**src/rtl/multiword_add_sequencer.sv**
```systemverilog
// Sequenced wide adder: a WIDTH-bit sum is built one CHUNK-bit slice per cycle
// through a single ripple_adder_generic, with the carry held in a register between slices.

interface full_adder_intf #(parameter int BITWIDTH = 8);
    logic [BITWIDTH-1:0] a;
    logic [BITWIDTH-1:0] b;
    logic                cin;
    logic [BITWIDTH-1:0] sum;
    logic                cout;

    modport adder  (input a, input b, input cin, output sum, output cout);
    modport driver (output a, output b, output cin, input sum, input cout);
endinterface

module ripple_adder_generic #(
    parameter int BITWIDTH = 8
) (
    full_adder_intf.adder bus
);
    logic [BITWIDTH-1:0] prop;
    logic [BITWIDTH-1:0] gen;
    logic [BITWIDTH-1:0] sum_w;
    logic                cout_w;

    for (genvar gi = 0; gi < BITWIDTH; gi++) begin : g_pg
        assign prop[gi] = bus.a[gi] ^ bus.b[gi];
        assign gen[gi]  = bus.a[gi] & bus.b[gi];
    end

    // The chain is walked in a loop so the carry stays a local variable.
    always_comb begin
        logic c;
        c     = bus.cin;
        sum_w = '0;
        for (int i = 0; i < BITWIDTH; i++) begin
            sum_w[i] = prop[i] ^ c;
            c        = gen[i] | (prop[i] & c);
        end
        cout_w = c;
    end

    assign bus.sum  = sum_w;
    assign bus.cout = cout_w;
endmodule

module multiword_add_sequencer #(
    parameter int WIDTH = 32,
    parameter int CHUNK = 8
) (
    input  logic             clk,
    input  logic             rst_n,
    input  logic             in_valid,
    output logic             in_ready,
    input  logic [WIDTH-1:0] in_a,
    input  logic [WIDTH-1:0] in_b,
    input  logic             in_cin,
    output logic             out_valid,
    input  logic             out_ready,
    output logic [WIDTH-1:0] out_sum,
    output logic             out_cout,
    output logic             busy
);
    localparam int CHUNK_SAFE = (CHUNK < 1) ? 1 : CHUNK;
    localparam int NUM_CHUNKS = WIDTH / CHUNK_SAFE;
    localparam int IDX_W      = (NUM_CHUNKS > 1) ? $clog2(NUM_CHUNKS) : 1;
    localparam logic [IDX_W-1:0] LAST_IDX = IDX_W'(NUM_CHUNKS - 1);

    if (CHUNK < 1) begin : g_bad_chunk
        $error("multiword_add_sequencer: CHUNK must be at least 1");
    end else if (WIDTH % CHUNK_SAFE != 0) begin : g_bad_width
        $error("multiword_add_sequencer: WIDTH must be a multiple of CHUNK");
    end

    typedef enum logic [1:0] {IDLE, BUSY, DONE} state_t;

    state_t           state_reg;
    logic [IDX_W-1:0] idx_reg;
    logic             carry_reg;
    logic [WIDTH-1:0] a_reg;
    logic [WIDTH-1:0] b_reg;
    logic [WIDTH-1:0] result_reg;
    logic             in_ready_reg;
    logic             out_valid_reg;
    logic             busy_reg;
    int               slice_lsb;

    full_adder_intf #(.BITWIDTH(CHUNK_SAFE)) chunk_bus ();

    assign slice_lsb     = int'(idx_reg) * CHUNK_SAFE;
    assign chunk_bus.a   = a_reg[slice_lsb +: CHUNK_SAFE];
    assign chunk_bus.b   = b_reg[slice_lsb +: CHUNK_SAFE];
    assign chunk_bus.cin = carry_reg;

    ripple_adder_generic #(.BITWIDTH(CHUNK_SAFE)) u_chunk_adder (
        .bus (chunk_bus)
    );

    // in_ready is a flop, so it comes up one cycle after reset is released.
    always_ff @(posedge clk or negedge rst_n) begin
        if (!rst_n) begin
            state_reg     <= IDLE;
            idx_reg       <= '0;
            carry_reg     <= 1'b0;
            a_reg         <= '0;
            b_reg         <= '0;
            result_reg    <= '0;
            in_ready_reg  <= 1'b0;
            out_valid_reg <= 1'b0;
            busy_reg      <= 1'b0;
        end else begin
            case (state_reg)
                IDLE: begin
                    if (in_valid && in_ready_reg) begin
                        a_reg        <= in_a;
                        b_reg        <= in_b;
                        carry_reg    <= in_cin;
                        idx_reg      <= '0;
                        in_ready_reg <= 1'b0;
                        busy_reg     <= 1'b1;
                        state_reg    <= BUSY;
                    end else begin
                        in_ready_reg <= 1'b1;
                    end
                end
                BUSY: begin
                    result_reg[slice_lsb +: CHUNK_SAFE] <= chunk_bus.sum;
                    carry_reg                           <= chunk_bus.cout;
                    if (idx_reg == LAST_IDX) begin
                        out_valid_reg <= 1'b1;
                        state_reg     <= DONE;
                    end else begin
                        idx_reg <= idx_reg + IDX_W'(1);
                    end
                end
                DONE: begin
                    if (out_ready) begin
                        out_valid_reg <= 1'b0;
                        busy_reg      <= 1'b0;
                        in_ready_reg  <= 1'b1;
                        state_reg     <= IDLE;
                    end
                end
                default: state_reg <= IDLE;
            endcase
        end
    end

    assign in_ready  = in_ready_reg;
    assign out_valid = out_valid_reg;
    assign out_sum   = result_reg;
    assign out_cout  = carry_reg;
    assign busy      = busy_reg;
endmodule

```
**config.mk**
```make
export PLATFORM = sky130hd
export DESIGN_NAME = multiword_add_sequencer
export DESIGN_NICKNAME = d
export VERILOG_FILES = /design/src/rtl/multiword_add_sequencer.sv
export SDC_FILE = /design/constraint.sdc
export NUM_CORES = 1
export LEC_CHECK = 0
export ABC_AREA = 1
export CAP_MARGIN = 20
export CORE_MARGIN = 2
export CORE_UTILIZATION = 50
export CTS_CLUSTER_DIAMETER = 50
export DETAILED_ROUTE_END_ITERATION = 12
export PLACE_DENSITY_LB_ADDON = 0.15
export SLEW_MARGIN = 20
export SYNTH_ARGS = -nofsm -noshare
export SYNTH_HDL_FRONTEND = slang
export SYNTH_SLANG_ARGS = --single-unit
```
**constraint.sdc**
```tcl
create_clock -name clk -period 4.92 [get_ports clk]
set_input_delay 0.984 -clock clk [delete_from_list [all_inputs] [get_ports clk]]
set_output_delay 0.984 -clock clk [all_outputs]
set_load 0.01 [all_outputs]
```
==> flow_summary.json, run 1 <==
{
  "drt-vias-per-instance": 5.128,
  "diodes": 0,
  "fin_crit_sh_pct": 92.31,
  "pwr-share-clk_pct": 11.0,
  "die_width_um": 105.1,
  "pre_cts_ws_ns": 0.4226,
  "relSlewSlack_pct": 51.39,
  "final_nets": 805,
  "synth_area_leaders": "dfrtp_1 (51%), nand2_1 (21%), nand3_1 (11%)",
  "rows": 36,
  "yosysUniqueCellTypes": 26,
  "avgSynthCellArea_sq_um": 8.036,
  "portBuffers": 104,
  "grt_overflow": 0,
  "critPathArrivalTime_ns": 4.82,
  "num_vias": 4410,
  "drive_above_1_share_pct": 5.089,
  "leakage_nw": 3.192,
  "cts_hold_buf": 0,
  "critPathLaunchType": "register",
  "rsz0062_at_grt": "no",
  "tritoncts": "built",
  "yosysTopAreaCell": "dfrtp_1",
  "hold_class": "register to register",
  "grt_pass1_vias": 4332,
  "p_switching_mw": 2.034,
  "finClkSkew_ns": 0.008604,
  "required_ns": 5.20,
  "synth_nets": 719,
  "drtPass1Iterations": 6,
  "grt_use_total_pct": 23.30,
  "crit_path_end_kind": "register",
  "die_y_um": 105.1,
  "yosysSeqAreaShare_pct": 50.92,
  "syn_inst": 636,
  "path_cells": "inv_2, o211ai_1, nand2_1, fa_1, inv_1, fa_1, fa_1, fa_1, fa_1, fa_1, fa_1, inv_1, fa_1, nand2_1, nor2_1, nand2_1, nand2_1",
  "crit_path_frequent_cell": "fa_1",
  "internal-power_mw": 2.291,
  "pin_count": 105,
  "cts_setup_buffers": 0,
  "status": "completed",
  "cp_slowest_cell": "fa_1",
  "swShare_pct": 47.02,
  "dieArea_sq_um": 11050,
  "grt_pass1_wl_um": 20570,
  "critical_path_class": "register to register",
  "tightest_slew_ns": 0.7292,
  "grt_max_degree": 81,
  "timing.fmax_mhz": 220.2,
  "r2r_setup_slack_ns": 0.38,
  "min_period_ns": 4.541,
  "vdd_drop_max_mv": 0.3217,
  "core_area_sq_um": 9864,
  "area_growth_pct": 23.97,
  "start_util_pct": 51.81,
  "antenna_found_initial": 0,
  "pwr-share-comb_pct": 55.6,
  "slew_viol_final": 0,
  "maxCapViolCount": 0,
  "routabilityCongestion": 0.8680,
  "drcViolationCount": 0,
  "ys_warn_count": 0,
  "cts_resized": 0,
  "max_stage_delay_ns": 0.45,
  "cts_num_sinks": 104,
  "drt-initial-drc-count": 232,
  "synth_area_sq_um": 5111,
  "tns_ns": 0,
  "clk-insertion-delay-late_ns": 0.38,
  "hold_violations": 0,
  "setup_viol": 0,
  "h-tree-depth": 3,
  "avgRoutedWirePerCell_um": 14.01,
  "worst_slack_ns": 0.3785,
  "ctsLongestPathBuffers": 2,
  "synth_top_area_share_pct": 50.92,
  "critPathBufInv": 3,
  "p_per_area_nw_per_um2": 682.6,
  "numCtsBuffers": 9,
  "drt-total-wl_um": 12050,
  "path_max_fanout": 35,
  "final_antenna_net_count": 0,
  "seq_power_share_pct": 33.3,
  "dp.final_hpwl_um": 8758,
  "synth-seq-cells": 104,
  "cts_root_buf": "clkbuf_8",
  "clk_pin_slew_ns": 0.09,
  "crit_family": "adder cells"
}
==> stage by stage <==
step                      instance area, sq um  utilization [%]  instances  hold WS [ns]  power [mW]
after floorplan                           5111                -        636        0.4417       3.075
after global placement                    6167            62.52        844        0.4553       3.763
after detailed placement                  6167            62.52        844        0.4596       3.847
after CTS                                 6332            64.19        860        0.4815       4.326
after global routing                      6336            64.23        860        0.4952       4.705
final                                     6336            64.23        860        0.4780       4.325
==> per-layer routing <==
| metal | up-vias | track usage (%) | wire, um |
|---|---|---|---|
| met5 | - | 0 | 0 |
| met4 | 0 | 9.524 | 296 |
| met3 | 23 | 3.057 | 562 |
| met2 | 137 | 39.10 | 5934 |
| met1 | 2055 | 30.56 | 5254 |
| li1 | 2195 | - | - |
==> synth_stat cells <==
| cell type | n |
|---|---|
| nand2_2 | 2 |
| o31ai_1 | 1 |
| o21ai_0 | 6 |
| inv_1 | 22 |
| nor2_1 | 17 |
| buf_4 | 7 |
| nor2_4 | 2 |
| ha_1 | 6 |
| nand3_2 | 1 |
| dfrtp_1 | 104 |
| buf_2 | 20 |
| fa_1 | 8 |
| nand3_1 | 116 |
| clkbuf_1 | 8 |
| buf_6 | 3 |
| o211ai_1 | 9 |
| nor2_2 | 3 |
| inv_4 | 2 |
| nand2_4 | 1 |
| clkinv_1 | 1 |
| o21ai_1 | 2 |
| nor3_1 | 6 |
| inv_2 | 2 |
| nand2_1 | 283 |
| a21oi_1 | 1 |
| nand4_1 | 3 |
==> power by group through the flow <==
stage                     sequential [mW]  clock [mW]  combinational, mW
after floorplan                      1.41           0               1.66
after CTS                            1.44       0.488               2.40
after global placement               1.45           0               2.32
final                                1.44       0.477               2.41
after global routing                 1.48       0.521               2.70
after detailed placement             1.46           0               2.39
==> logic make-up after synthesis <==
kind of cell               after synthesis  share of synthesized area [%]
AOI/OAI and AO/OA                       19                          2.350
adders and majority gates               14                          4.602
buffers and inverters                   65                          6.316
DFF                                    104                          50.92
and+or+nand+nor                        434                          35.81
==> final cells by class <==
class / instances / area [sq um]
repair buffers: 113 / 1110
multi-input cells: 467 / 2186
flip-flops and latches: 104 / 2603
clock inverters: 4 / 20.02
well taps: 133 / 166.4
fillers: 884 / 3528
clock buffers: 12 / 145.1
inverters: 27 / 106.4
==> layout by cell type (no fill, tap or decap), types with 6 or more instances in the layout <==
cell type,count
buf_4,9
clkbuf_8,10
clkdlybuf4s50_1,103
dfrtp_1,104
fa_1,8
ha_1,6
inv_1,21
nand2_1,283
nand3_1,116
nor2_1,17
nor3_1,6
o211ai_1,9
o21ai_0,6
==> worst paths after layout <==
| check | start | end | cells after the start |
|---|---|---|---|
| worst max-delay path | idx_reg[0] | out_sum[31] | 17 |
| worst min-delay path | a_reg[10] | a_reg[10] | 2 |
| worst max register to register | idx_reg[0] | out_sum[31] | 17 |
| worst min register to register | a_reg[10] | a_reg[10] | 2 |
| max in group asynchronous | rst_n | a_reg[10] | 2 |
| min in group asynchronous | rst_n | out_sum[24] | 1 |
==> worst min-delay path, stage by stage, from the launching register on <==
cell and delay (ns):
dfrtp_1 0.35, nand2_1 0.06, nand2_1 0.05
No activity file was read; power rests on OpenSTA's default activity.
==> run 2: changes to the inputs <==
Settings changed: SKIP_CTS_REPAIR_TIMING set to 1.
==> results of run 2 <==
The final DEF is identical to that of run 1; final timing and power are the same.
==> run 3: changes to the inputs <==
==> constraint.sdc (replaced) <==
create_clock -name clk -period 4.92 [get_ports clk]
set_input_delay 0.738 -clock clk [delete_from_list [all_inputs] [get_ports clk]]
set_output_delay 0.738 -clock clk [all_outputs]
set_load 0.01 [all_outputs]
==> run 3 against run 2 <==
Compared with the run above:
- fmax fell by 0.15%
- sequential power barely moved
- worst hold slack got worse by 0.10 ns
- via count barely moved
- count of clock-buffer cells in the layout fell by 3
- register-to-register slack barely moved
- clock skew rose by 0.0085 ns
- critical endpoint is now out_sum[23]
- largest cell class unchanged
- largest power group unchanged
==> flow_summary.json, run 3 (synthesis results as in run 1) <==
{
  "status": "completed",
  "cts_num_sinks": 104,
  "seq_power_share_pct": 32.6,
  "die_y_um": 105.1,
  "dp.final_hpwl_um": 8711,
  "num_vias": 4413,
  "path_cells": "inv_2, o211ai_1, nand2_1, fa_1, inv_1, fa_1, fa_1, fa_1, fa_1, fa_1, fa_1, inv_1, fa_1, nand2_1, inv_1, nand3_1, nand2_1",
  "layout_common_cells": "nand2_1 (283), nand3_1 (116), dfrtp_1 (104), clkdlybuf4s50_1 (103), inv_1 (21)",
  "numCtsBuffers": 9,
  "clk-insertion-delay-late_ns": 0.38,
  "leakage_nw": 3.209,
  "critPathBufInv": 4,
  "utilization_pct": 64.69,
  "finClkSkew_ns": 0.01710,
  "antenna_found_initial": 0,
  "portBuffers": 104,
  "drive_above_1_share_pct": 5.234,
  "crit_path_end_kind": "register",
  "final_antenna_net_count": 0,
  "hold_class": "input port to async pin",
  "crit_family": "adder cells",
  "pin_count": 105,
  "required_ns": 5.19,
  "maxCapViolCount": 0,
  "vdd_drop_max_mv": 0.3532,
  "grt_pass1_vias": 4356,
  "ctsLongestPathBuffers": 2,
  "swShare_pct": 46.83,
  "min_period_ns": 4.548,
  "final_common_cell": "nand2_1",
  "p_total_mw": 4.400,
  "diodes": 0,
  "tritoncts": "built",
  "cts_root_buf": "clkbuf_8",
  "hold_violations": 0,
  "clk_pin_slew_ns": 0.11,
  "fin_crit_sh_pct": 92.44,
  "start_util_pct": 51.81,
  "timing.fmax_mhz": 219.9,
  "h-tree-depth": 3,
  "drt-total-wl_um": 11900,
  "rows": 36,
  "dieArea_sq_um": 11050,
  "die_width_um": 105.1,
  "tightest_slew_ns": 0.7258,
  "pwr-share-clk_pct": 12.9,
  "internal-power_mw": 2.340,
  "grt_use_total_pct": 23.09,
  "slew_viol_final": 0,
  "drcViolationCount": 0,
  "tns_ns": 0,
  "drt-initial-drc-count": 232,
  "fin_area_sq_um": 6381,
  "core_area_sq_um": 9864,
  "setup_viol": 0,
  "drtPass1Iterations": 5,
  "drt-vias-per-instance": 5.137,
  "postPlaceCellArea_sq_um": 6165,
  "final_nets": 804,
  "fin_cells": 859,
  "area_growth_pct": 24.85,
  "relSlewSlack_pct": 51.61,
  "routabilityCongestion": 0.8668,
  "grt_pass1_wl_um": 20550,
  "dp_cells": 843,
  "avgRoutedWirePerCell_um": 13.86,
  "max_stage_delay_ns": 0.45,
  "path_max_fanout": 32,
  "p_switching_mw": 2.061,
  "rsz0062_at_grt": "no",
  "p_per_area_nw_per_um2": 689.6,
  "critPathArrivalTime_ns": 4.82,
  "critical_path_class": "register to register",
  "grt_overflow": 0,
  "cp_slowest_cell": "fa_1",
  "pwr-share-comb_pct": 54.5,
  "crit_path_frequent_cell": "fa_1",
  "critPathLaunchType": "register",
  "grt_max_degree": 81
}
==> run 3: changes by cell type in the layout (fill, tap and decap cells not counted) <==
cell / previous run / this run
clkinv_2: 4 / 0
inv_8: 0 / 3
clkbuf_1: 2 / 0
clkinv_4: 0 / 2
buf_4: 9 / 8
bufinv_16: 0 / 1
clkbuf_8: 10 / 9
clkinvlp_4: 0 / 1
nand2_2: 2 / 1
nand2_4: 1 / 2
==> run 3: path summary, 6_finish.rpt <==
kind	startpoint	endpoint	slack (ns)	cells past startpoint
worst max-delay path	idx_reg[0]	out_sum[23]	0.37	17
worst min-delay path	rst_n	out_valid	0.38	1
worst max register to register	idx_reg[0]	out_sum[23]	0.37	17
worst min register to register	a_reg[10]	a_reg[10]	0.48	2
max in group asynchronous	rst_n	a_reg[10]	3.76	2
min in group clk	a_reg[10]	a_reg[10]	0.48	2
==> run 3: routing by layer <==
metal | vias to the layer above | GRT usage (%) | wire length (um)
met5 | - | 0 | 0
met4 | 0 | 6.381 | 143
met3 | 11 | 3.930 | 510
met2 | 115 | 39.33 | 5981
met1 | 2091 | 30.53 | 5268
li1 | 2196 | - | -
==> run 3: layout make-up <==
type / count / area (sq um)
clock buffer: 9 / 123.9
clock inverter: 7 / 88.84
fill: 867 / 3483
inverter: 27 / 106.4
multi-input combinational: 467 / 2191
sequential: 104 / 2603
tap: 133 / 166.4
timing repair buffer: 112 / 1102
==> run 3: stage by stage <==
step | hold slack (ns) | worst slack, ns
after floorplan | 0.4417 | 0.5446
after global placement | 0.4568 | 0.5470
after detailed placement | 0.4599 | 0.4316
after CTS | 0.4844 | 0.4194
after global routing | 0.4376 | 0.1105
final | 0.3768 | 0.3718
==> run 3: power groups by stage <==
| stage | Sequential, mW | Clock [mW] | Combinational [mW] |
|---|---|---|---|
| 2_1_floorplan | 1.41 | 0 | 1.66 |
| 3_3_place_gp | 1.44 | 0 | 2.31 |
| 3_5_place_dp | 1.45 | 0 | 2.39 |
| 4_1_cts | 1.44 | 0.575 | 2.39 |
| 5_1_grt | 1.48 | 0.610 | 2.71 |
| 6_report | 1.43 | 0.569 | 2.40 |
